$ cat src/rtl/vend_sequencer.sv
// vend_sequencer: customer-side driver for the vending machine purchase
// interface. It takes one purchase request, runs the start / product-select /
// coin sequence, watches for the machine's result and returns one response.
module vend_sequencer #(
  parameter int START_CYCLES = 2,
  parameter int COIN_GAP     = 1,
  parameter int TIMEOUT      = 15
) (
  input  logic       clk,
  input  logic       reset,
  input  logic       req_valid,
  output logic       req_ready,
  input  logic [1:0] req_product,
  input  logic [2:0] req_n10,
  input  logic [2:0] req_n5,
  output logic       start,
  output logic [1:0] product,
  output logic       coin5,
  output logic       coin10,
  input  logic       issue_prod,
  input  logic       not_available,
  input  logic [1:0] change5,
  output logic       rsp_valid,
  input  logic       rsp_ready,
  output logic [1:0] rsp_status,
  output logic [1:0] rsp_change,
  output logic [6:0] rsp_paid
);

  // One counter is shared by the START, GAP and WAIT phases, so size it for
  // the longest of the three.
  localparam int CMAX0 = (START_CYCLES > COIN_GAP) ? START_CYCLES : COIN_GAP;
  localparam int CMAX  = (CMAX0 > TIMEOUT) ? CMAX0 : TIMEOUT;
  localparam int CW    = (CMAX < 2) ? 1 : $clog2(CMAX + 1);

  localparam logic [1:0] ST_OK = 2'b00;
  localparam logic [1:0] ST_NA = 2'b01;
  localparam logic [1:0] ST_TO = 2'b10;

  typedef enum logic [2:0] {
    IDLE, START, COIN, GAP, WAIT, RESP
  } state_t;

  state_t        state_q;
  logic [CW-1:0] cnt_q;
  logic [2:0]    n10_q, n5_q;
  logic [1:0]    prod_q;
  logic          start_q, coin5_q, coin10_q;
  logic          rsp_valid_q;
  logic [1:0]    status_q, change_q;
  logic [6:0]    paid_q;

  logic          active;
  logic          hit;
  logic [2:0]    rem10_d, rem5_d;
  logic [6:0]    paid_d;

  // Result detection window, coins left after the pulse now on the bus, and
  // the paid total including that pulse.
  always_comb begin
    active  = (state_q == START) || (state_q == COIN) ||
              (state_q == GAP)   || (state_q == WAIT);
    hit     = active && (issue_prod || not_available);
    rem10_d = n10_q - {2'b00, coin10_q};
    rem5_d  = n5_q  - {2'b00, coin5_q};
    paid_d  = paid_q;
    if (coin10_q)     paid_d = paid_q + 7'd10;
    else if (coin5_q) paid_d = paid_q + 7'd5;
  end

  // Sequencer FSM with all interface outputs registered.
  always_ff @(posedge clk) begin
    if (!reset) begin
      state_q     <= IDLE;
      cnt_q       <= '0;
      n10_q       <= '0;
      n5_q        <= '0;
      prod_q      <= '0;
      start_q     <= 1'b0;
      coin5_q     <= 1'b0;
      coin10_q    <= 1'b0;
      rsp_valid_q <= 1'b0;
      status_q    <= '0;
      change_q    <= '0;
      paid_q      <= '0;
    end else if (hit) begin
      // A result ends the sequence; a coin already on the bus still counts.
      state_q     <= RESP;
      cnt_q       <= '0;
      start_q     <= 1'b0;
      coin5_q     <= 1'b0;
      coin10_q    <= 1'b0;
      rsp_valid_q <= 1'b1;
      paid_q      <= paid_d;
      if (not_available) begin
        status_q <= ST_NA;
        change_q <= 2'b00;
      end else begin
        status_q <= ST_OK;
        change_q <= change5;
      end
    end else begin
      case (state_q)
        IDLE: begin
          if (req_valid) begin
            state_q  <= START;
            cnt_q    <= '0;
            prod_q   <= req_product;
            n10_q    <= req_n10;
            n5_q     <= req_n5;
            paid_q   <= '0;
            status_q <= '0;
            change_q <= '0;
            start_q  <= 1'b1;
          end
        end
        START: begin
          if (cnt_q == CW'(START_CYCLES - 1)) begin
            start_q <= 1'b0;
            cnt_q   <= '0;
            if ((n10_q != 3'd0) || (n5_q != 3'd0)) begin
              state_q  <= COIN;
              coin10_q <= (n10_q != 3'd0);
              coin5_q  <= (n10_q == 3'd0);
            end else begin
              state_q <= WAIT;
            end
          end else begin
            cnt_q <= cnt_q + 1'b1;
          end
        end
        COIN: begin
          paid_q   <= paid_d;
          n10_q    <= rem10_d;
          n5_q     <= rem5_d;
          cnt_q    <= '0;
          coin5_q  <= 1'b0;
          coin10_q <= 1'b0;
          if ((rem10_d != 3'd0) || (rem5_d != 3'd0)) begin
            if (COIN_GAP > 0) begin
              state_q <= GAP;
            end else begin
              state_q  <= COIN;
              coin10_q <= (rem10_d != 3'd0);
              coin5_q  <= (rem10_d == 3'd0);
            end
          end else begin
            state_q <= WAIT;
          end
        end
        GAP: begin
          if (cnt_q == CW'(COIN_GAP - 1)) begin
            state_q  <= COIN;
            cnt_q    <= '0;
            coin10_q <= (n10_q != 3'd0);
            coin5_q  <= (n10_q == 3'd0);
          end else begin
            cnt_q <= cnt_q + 1'b1;
          end
        end
        WAIT: begin
          if (cnt_q == CW'(TIMEOUT - 1)) begin
            state_q     <= RESP;
            cnt_q       <= '0;
            rsp_valid_q <= 1'b1;
            status_q    <= ST_TO;
          end else begin
            cnt_q <= cnt_q + 1'b1;
          end
        end
        RESP: begin
          if (rsp_ready) begin
            state_q     <= IDLE;
            rsp_valid_q <= 1'b0;
            prod_q      <= '0;
            paid_q      <= '0;
            status_q    <= '0;
            change_q    <= '0;
          end
        end
        default: state_q <= IDLE;
      endcase
    end
  end

  assign req_ready  = (state_q == IDLE);
  assign start      = start_q;
  assign product    = prod_q;
  assign coin5      = coin5_q;
  assign coin10     = coin10_q;
  assign rsp_valid  = rsp_valid_q;
  assign rsp_status = status_q;
  assign rsp_change = change_q;
  assign rsp_paid   = paid_q;

endmodule

$ cat config.mk
export PLATFORM = sky130hd
export DESIGN_NAME = vend_sequencer
export DESIGN_NICKNAME = d
export VERILOG_FILES = /design/src/rtl/vend_sequencer.sv
export SDC_FILE = /design/constraint.sdc
export NUM_CORES = 1
export LEC_CHECK = 0
export ABC_AREA = 1
export CAP_MARGIN = 10
export CORE_MARGIN = 2
export CORE_UTILIZATION = 50
export CTS_BUF_LIST = sky130_fd_sc_hd__clkbuf_16
export DETAILED_ROUTE_END_ITERATION = 12
export GPL_ROUTABILITY_DRIVEN = 0
export PLACE_DENSITY = 0.79
export SKIP_LAST_GASP = 1
export SYNTH_ARGS = -nofsm -noshare
export SYNTH_HDL_FRONTEND = slang
export SYNTH_SLANG_ARGS = --single-unit
$ cat constraint.sdc
create_clock -name clk -period 4.1 [get_ports clk]
set_input_delay 0.82 -clock clk [delete_from_list [all_inputs] [get_ports clk]]
set_output_delay 0.82 -clock clk [all_outputs]
set_load 0.1 [all_outputs]
==> results of run 1 <==
[path summary, 6_finish.rpt]
check                   to  slack, ns           from
max reg2reg     state_q[0]       2.35          coin5
max              req_ready       1.08     state_q[0]
min reg2reg  rsp_change[1]       0.46  rsp_change[1]
min          rsp_change[1]       0.46  rsp_change[1]
[cell usage in the layout, fill, tap and decap left out, types with 6 or more instances in the layout]
| master | instances |
|---|---|
| nand3_1 | 25 |
| clkdlybuf4s50_1 | 33 |
| a21oi_1 | 25 |
| nor2_1 | 30 |
| o21ai_0 | 14 |
| nand2_2 | 6 |
| nand2_1 | 62 |
| inv_1 | 31 |
| dfxtp_1 | 30 |
| ha_1 | 11 |
[state kept, by name, indices dropped and copies added (netlist names)]
signal      flops
coin5           1
cnt_q           4
rsp_valid       1
n10_q           3
product         2
rsp_paid        7
start           1
coin10          1
rsp_status      2
rsp_change      2
n5_q            3
state_q         3
[power breakdown]
group / switching, mW / internal (mW)
sequential: 0.102 / 0.385
combinational: 1.01 / 0.420
clock: 0.116 / 0.216
total: 1.23 / 1.02
[per-stage QoR]
stage                     hold slack (ns)  worst slack (ns)  utilization [%]  instance area [sq um]
after CTS                           0.466              1.07             63.4                   2500
after detailed placement            0.454              1.37             60.1                   2370
after global placement              0.455              1.39             60.1                   2370
after global routing                0.476              1.01             63.4                   2500
after floorplan                     0.448              2.01                -                   2010
final                               0.464              1.08             63.4                   2500
[routing by layer]
metal / track usage, % / wire (um) / part of all wire [%]
met1: 27.4 / 2080 / 48
met2: 40.2 / 2130 / 49
met3: 4.00 / 110 / 2.5
met4: 6.89 / 55 / 1.3
met5: 0 / 0 / 0
[critical path: cells and delay by family, from the launching register on]
kind / cells / cell delay (ns)
flip-flops: 1 / 0.38
buffers and inverters: 2 / 1.28
AND/OR/NAND/NOR: 2 / 0.26
[layout make-up]
type / count / area, sq um
multi-input combinational: 216 / 1220
timing repair buffer: 33 / 330
tap: 50 / 62.6
fill: 365 / 1440
clock buffer: 5 / 125
sequential: 30 / 601
inverter: 39 / 154
clock inverter: 2 / 7.51
[logic make-up after synthesis]
| logic type | count (synthesis) | share of synthesized area [%] |
|---|---|---|
| simple gates | 152 | 38.7 |
| xor+xnor | 4 | 1.74 |
| flops | 30 | 29.9 |
| fa+ha+maj | 11 | 6.85 |
| compound gates | 49 | 13.5 |
| buf+inv | 43 | 9.34 |
==> out/metrics.yaml, run 1 <==
maxCapViolCount: 0
worst-path-max-fanout: 6
clkLatencyLatePin_ns: 0.27
post_drt_wl_per_cell_um: 11.7
numCtsBuffers: 5
drive_above_1_share_pct: 13.2
path_clk_slew_ns: 0.05
dr.pass1.iters: 4
ys_seq_area_share_pct: 29.9
cts_resized: 0
drt_iter0_drc: 135
fin_cells: 375
drtAntennaViolNets: 0
hpwl_um: 3350
grt_pass1_vias: 1861
avgSynthCellArea_sq_um: 6.95
ys_warn_count: 0
start_util_pct: 51.0
yosys.area.top_type: "dfxtp_1"
hold_viol_final: 0
core-area_sq_mm: 0.00394
grt_setup_unrepaired: "false"
diodes: 0
reg2regPathDepth: 9
cts_tree: "built"
ioPinCount: 34
clock_sinks: 30
die_h_um: 67.4
post_cts_buffers: 0
gr-total-overflow: 0
worstPathCellList: "inv_2 -> nand2_4 -> nor2_4 -> clkdlybuf4s50_1"
finalPower_mw: 2.25
startpoint_type: "register"
async_reset_ff_share_pct: 0
syn_area_sq_mm: 0.00201
setup-tns-final_ns: 0
clock_skew_ns: 0.00343
cts_htree_levels: 2
cts_max_path_buffers: 2
area_growth_pct: 24.5
vias: 1882
max_slew_margin_pct: 34.6
die_w_um: 67.4
maxClockFrequency_ghz: 0.331
synth_top_area_share_pct: 29.9
worstPathRequired_ns: 3.28
leakagePower_nw: 1.08
post-route-period-util_pct: 73.7
grtUsageTotal_pct: 22.5
peakVddDrop_v: 0.000489
outcome: "finished clean"
antenna_found_initial: 0
drc_errors: 0
dp.cells: 368
ys.flop_type: "dfxtp_1"
postSynthCellCount: 289
worst_pin_slew_ns: 0.978
cp_slowest_cell: "clkdlybuf4s50_1"
viasPerCell: 5.02
drt_wl_total_um: 4370
nets: 352
synth_nets: 316
setup_viol: 0
num_rows: 23
cp_slowest_stage_delay_ns: 1.16
grt_pass1_wl_um: 7770
power.density_mw_per_mm2: 901
dieArea_sq_mm: 0.00454
hp-class: "register to register"
port_buffers: 33
ys_seq_elements: 30
crit_type: "register to output pin"
drv_slew: 0
hold_buffers: 0
synth_edf_count: 0
synth.distinct_cells: 33
synthTopCellsByCount: "nand2_1 (62), dfxtp_1 (30), nor2_1 (30), inv_1 (29)"
endpoint_kind: "output pin"
min_path_cells: 2
synth.most_common_cell: "nand2_1"
clockRootBuffer: "clkbuf_16"
worstPathArrival_ns: 2.20
yosys-top-cells-area: "dfxtp_1 (30%), nand2_1 (12%), ha_1 (6.8%)"
min_period_ns: 3.02
grt_max_degree: 16
No activity file was read; power rests on OpenSTA's default activity.
==> run 2: changes to the inputs <==
--- a/config.mk
+++ b/config.mk
@@ -8,7 +8,7 @@
 export ABC_AREA = 1
 export CAP_MARGIN = 10
 export CORE_MARGIN = 2
-export CORE_UTILIZATION = 50
+export CORE_UTILIZATION = 48
 export CTS_BUF_LIST = sky130_fd_sc_hd__clkbuf_16
 export DETAILED_ROUTE_END_ITERATION = 12
 export GPL_ROUTABILITY_DRIVEN = 0
==> constraint.sdc (replaced) <==
create_clock -name clk -period 2.45 [get_ports clk]
set_input_delay 0.49 -clock clk [delete_from_list [all_inputs] [get_ports clk]]
set_output_delay 0.49 -clock clk [all_outputs]
set_load 0.1 [all_outputs]
==> run 2 against run 1 <==
Effect of this change:
- critical path depth did not move
- largest power group unchanged
- sequential power rose by 68%
- non-clock buffer count rose by 1
- clock power rose by 73%
- power rose by 66%
- flip-flop and latch count did not move
- die area rose by 3.9%
==> out/metrics.yaml, run 2 (synthesis gave the netlist of run 1 again) <==
area_growth_pct: 22.9
grt_setup_unrepaired: "false"
post-route-period-util_pct: 76.6
port_buffers: 33
path_clk_slew_ns: 0.05
cts_tree: "built"
power.density_mw_per_mm2: 1520
clock_sinks: 30
cts_htree_levels: 2
largest_reg_flops: 7
grt_pass1_vias: 1698
startpoint_type: "register"
drv_slew: 0
worstPathRequired_ns: 1.96
utilization_pct: 61.3
hpwl_um: 3400
clockRootBuffer: "clkbuf_16"
grt_pass1_wl_um: 7170
gr-total-overflow: 0
maxClockFrequency_ghz: 0.533
worst-path-max-fanout: 6
cts_resized: 0
post_cts_buffers: 0
die_h_um: 68.7
dr.pass1.iters: 4
drtAntennaViolNets: 0
final_cell_mix: "nand2_1 (62), inv_1 (30), nor2_1 (30), dfxtp_1 (30)"
post_drt_wl_per_cell_um: 11.5
viasPerCell: 5.05
setup-tns-final_ns: 0
outcome: "finished clean"
start_util_pct: 49.9
die_w_um: 68.7
drive_above_1_share_pct: 19.3
hp-class: "register to register"
endpoint_kind: "output pin"
hold_viol_final: 0
reg2reg_slack_ns: 0.74
vias: 1905
numCtsBuffers: 5
peakVddDrop_v: 0.000767
drc_errors: 0
hold_slack_ns: 0.463
crit_type: "register to output pin"
antenna_found_initial: 0
mostFrequentLayoutCell: "nand2_1"
max_slew_margin_pct: 75.9
grt_max_degree: 16
num_rows: 23
dieArea_sq_mm: 0.00472
worstPathArrival_ns: 1.39
drt_iter0_drc: 73
ioPinCount: 34
cts_max_path_buffers: 2
min_period_ns: 1.88
grtUsageTotal_pct: 20.5
nets: 353
clock_skew_ns: 0.00301
clkLatencyLatePin_ns: 0.28
drt_wl_total_um: 4350
diodes: 0
core-area_sq_mm: 0.00403
leakagePower_nw: 1.12
hold_buffers: 0
setup_viol: 0
worst_pin_slew_ns: 0.362
maxCapViolCount: 0
design_area_sq_mm: 0.00247
postPlaceCellArea_sq_mm: 0.00233
run 2: changes by cell type in the layout (fill, tap and decap cells not counted):
cell	change
buf_4	+19
clkdlybuf4s50_1	-18
clkinv_1	+1
clkinv_2	+1
inv_1	-1
run 2: final timing paths:
check                 from             to  depth (start not counted)
max             state_q[0]      req_ready                          4
min          rsp_change[1]  rsp_change[1]                          2
max reg2reg          coin5     state_q[0]                          9
min reg2reg  rsp_change[1]  rsp_change[1]                          2
run 2: power by group:
part	internal, mW	switching, mW	total [mW]
registers	0.644	0.174	0.818
clock network	0.366	0.205	0.571
logic	0.674	1.69	2.36
run 2: layer usage:
layer	wire, um	track usage (%)
met1	2060	25.3
met3	175	6.01
met2	2050	33.9
met4	63	7.35
met5	0	0
run 2: metrics by stage:
step / instances / setup WS (ns) / total power [mW]
floorplan: 289 / 0.363 / 2.75
global placement: 369 / 0.522 / 3.14
detailed placement: 369 / 0.428 / 3.19
CTS: 377 / 0.571 / 3.77
global route: 377 / 0.512 / 4.04
finish: 377 / 0.573 / 3.75
run 2: final cells by class:
cell class              instances  area [sq um]
repair buffers                 34           293
multi-input cells             216          1220
clock buffers                   5           125
flip-flops and latches         30           601
fillers                       383          1560
inverters                      39           154
clock inverters                 3          12.5
well taps                      50          62.6
run 2: worst max-delay path, stage by stage, from the launching register on:
cell and delay (ns):
dfxtp_1 0.39, inv_2 0.13, nand2_4 0.09, nor2_4 0.17
buf_4 0.32
==> run 3: changes to the inputs <==
==> constraint.sdc (replaced) <==
create_clock -name clk -period 1.6 [get_ports clk]
set_input_delay 0.32 -clock clk [delete_from_list [all_inputs] [get_ports clk]]
set_output_delay 0.32 -clock clk [all_outputs]
set_load 0.1 [all_outputs]
==> run 3 against run 2 <==
Effect of this change:
- worst hold slack better by 0.025 ns
- wire length up 11%
- first-iteration DRC count up 97%
- combinational power up 99%
- largest power group unchanged
- cell count up 4.0%
- worst setup slack worse by 0.49 ns
- sequential power up 59%
- die area unchanged
==> out/metrics.yaml, run 3 (synthesis gave the netlist of run 1 again) <==
grtUsageTotal_pct: 23.6
mostFrequentLayoutCell: "nand2_1"
net-switching-power_mw: 3.53
r2r_start: "n10_q[0]"
die_h_um: 68.7
maxClockFrequency_ghz: 0.658
drtAntennaViolNets: 0
worstPathRequired_ns: 1.80
diodes: 0
cp_slowest_stage_delay_ns: 0.32
port_buffers: 33
startpoint_type: "register"
max_slew_margin_pct: 77.0
endpoint_kind: "register"
grt_pass1_wl_um: 8440
hp-start: "n5_q[0]"
worst-path-max-fanout: 2
critPathBufInv: 2
switching_share_pct: 51.3
design_area_sq_mm: 0.00294
clock_skew_ns: 0.00428
worstPathArrival_ns: 1.72
dp.cells: 383
final_cell_mix: "nand2_1 (59), nor2_1 (29), inv_1 (28)"
drv_slew: 0
crit_family: "simple AND/OR/NAND/NOR gates"
dieArea_sq_mm: 0.00472
hold_buffers: 0
hold_path_end: "n5_q[0]"
postPlaceCellArea_sq_mm: 0.00271
ioPinCount: 34
grt_pass1_vias: 2043
numCtsBuffers: 5
worst_r2r_endpoint: "state_q[2]"
drt_iter0_drc: 144
num_rows: 23
reg2regPathDepth: 10
hp-class: "register to register"
clkLatencyLatePin_ns: 0.27
crit_type: "register to register"
area_growth_pct: 46.2
p_int_mw: 3.35
hold_viol_final: 0
start_util_pct: 49.9
nets: 368
antenna_found_initial: 0
critical_path.most_common_cell: "nor2_1"
pwr-share-clk_pct: 12.7
cp.depth: 10
min_path_cells: 2
leakagePower_nw: 1.26
comb_power_share_pct: 68.4
peakVddDrop_v: 0.00156
utilization_pct: 72.9
setup_viol: 0
grt_max_degree: 16
die_w_um: 68.7
worst_pin_slew_ns: 0.342
path_clk_slew_ns: 0.05
reg2reg_slack_ns: 0.08
clock_sinks: 30
hpwl_um: 3600
drive_above_1_share_pct: 31.9
cts_tree: "built"
vias: 2024
maxCapViolCount: 0
outcome: "finished clean"
cp_slowest_cell: "dfxtp_2"
core-area_sq_mm: 0.00403
hold_slack_ns: 0.488
gr-total-overflow: 0
drt_wl_total_um: 4840
cts_max_path_buffers: 2
viasPerCell: 5.16
min_period_ns: 1.52
drc_errors: 0
post-route-period-util_pct: 94.9
worstPathCellList: "inv_1 -> ha_2 -> ha_4 -> nand2_2 -> nor2_4 -> buf_4 -> nand4_1 -> nand3b_1 -> nor2_1 -> nor2_1"
clockRootBuffer: "clkbuf_16"
power.density_mw_per_mm2: 2340
seqPwrFrac_pct: 18.9
dr.pass1.iters: 4
fin_cells: 392
largest_reg_flops: 7
post_drt_wl_per_cell_um: 12.3
cts_htree_levels: 2
-- run 3: cell types whose count changed in the layout (fill, tap and decap cells not counted), moves of 3 or more --
cell     delta
nand3_2     +4
a21oi_2     +4
dfxtp_1    -11
ha_1        -4
buf_12     +18
nand2_1     -3
nand3_1     -4
dfxtp_2     +7
buf_4       -3
dfxtp_4     +4
a21oi_1     -4
-- run 3: worst max path at each step --
stage,to,slack (ns),startpoint
global route,state_q[2],-0.02,n10_q[0]
CTS,state_q[0],0.007,n5_q[0]
global placement,rsp_paid[6],-0.1,not_available
detailed placement,rsp_paid[6],-0.15,not_available
finish,state_q[2],0.08,n10_q[0]
floorplan,rsp_change[0],-0.15,state_q[0]
-- run 3: cell type report --
class | count | area, sq um
Multi-Input combinational cell | 216 | 1330
Fill cell | 293 | 1090
Timing Repair Buffer | 49 | 631
Sequential cell | 30 | 624
Inverter | 39 | 156
Clock buffer | 5 | 125
Tap cell | 50 | 62.6
Clock inverter | 3 | 12.5
-- run 3: repair_timing --
| action | CTS | global route |
|---|---|---|
| buffers inserted | 0 | 2 |
| endpoints found under the setup margin | 2 | 14 |
| gates resized for setup | 4 | 16 |
| pin swaps | 1 | 6 |
-- run 3: metrics by stage --
step / TNS, ns / total power [mW] / setup slack, ns
global placement: -1.94 / 5.52 / -0.0965
finish: 0 / 6.87 / 0.0812
detailed placement: -2.89 / 5.60 / -0.155
CTS: 0 / 6.57 / 0.00749
global route: -0.0334 / 7.36 / -0.0181
floorplan: -1.85 / 4.33 / -0.145
-- run 3: power by group through the flow --
stage          Sequential [mW]  Clock, mW  Combinational (mW)
2_1_floorplan             2.05          0                2.29
3_3_place_gp              1.28          0                4.24
3_5_place_dp              1.29          0                4.31
4_1_cts                   1.28      0.886                4.40
5_1_grt                   1.33      0.922                5.11
6_report                  1.30      0.872                4.70
-- run 3: worst register-to-register path: stages, from the launching register on --
cell and delay, ns:
dfxtp_2 0.32, inv_1 0.06, ha_2 0.19, ha_4 0.26
nand2_2 0.06, nor2_4 0.12, buf_4 0.11, nand4_1 0.09
nand3b_1 0.10, nor2_1 0.05, nor2_1 0.09
-- run 3: routing by layer --
layer / global-route usage [%] / routed length, um
met1: 27.7 / 2150
met2: 41.3 / 2460
met3: 5.52 / 168
met4: 9.31 / 59
met5: 0 / 0
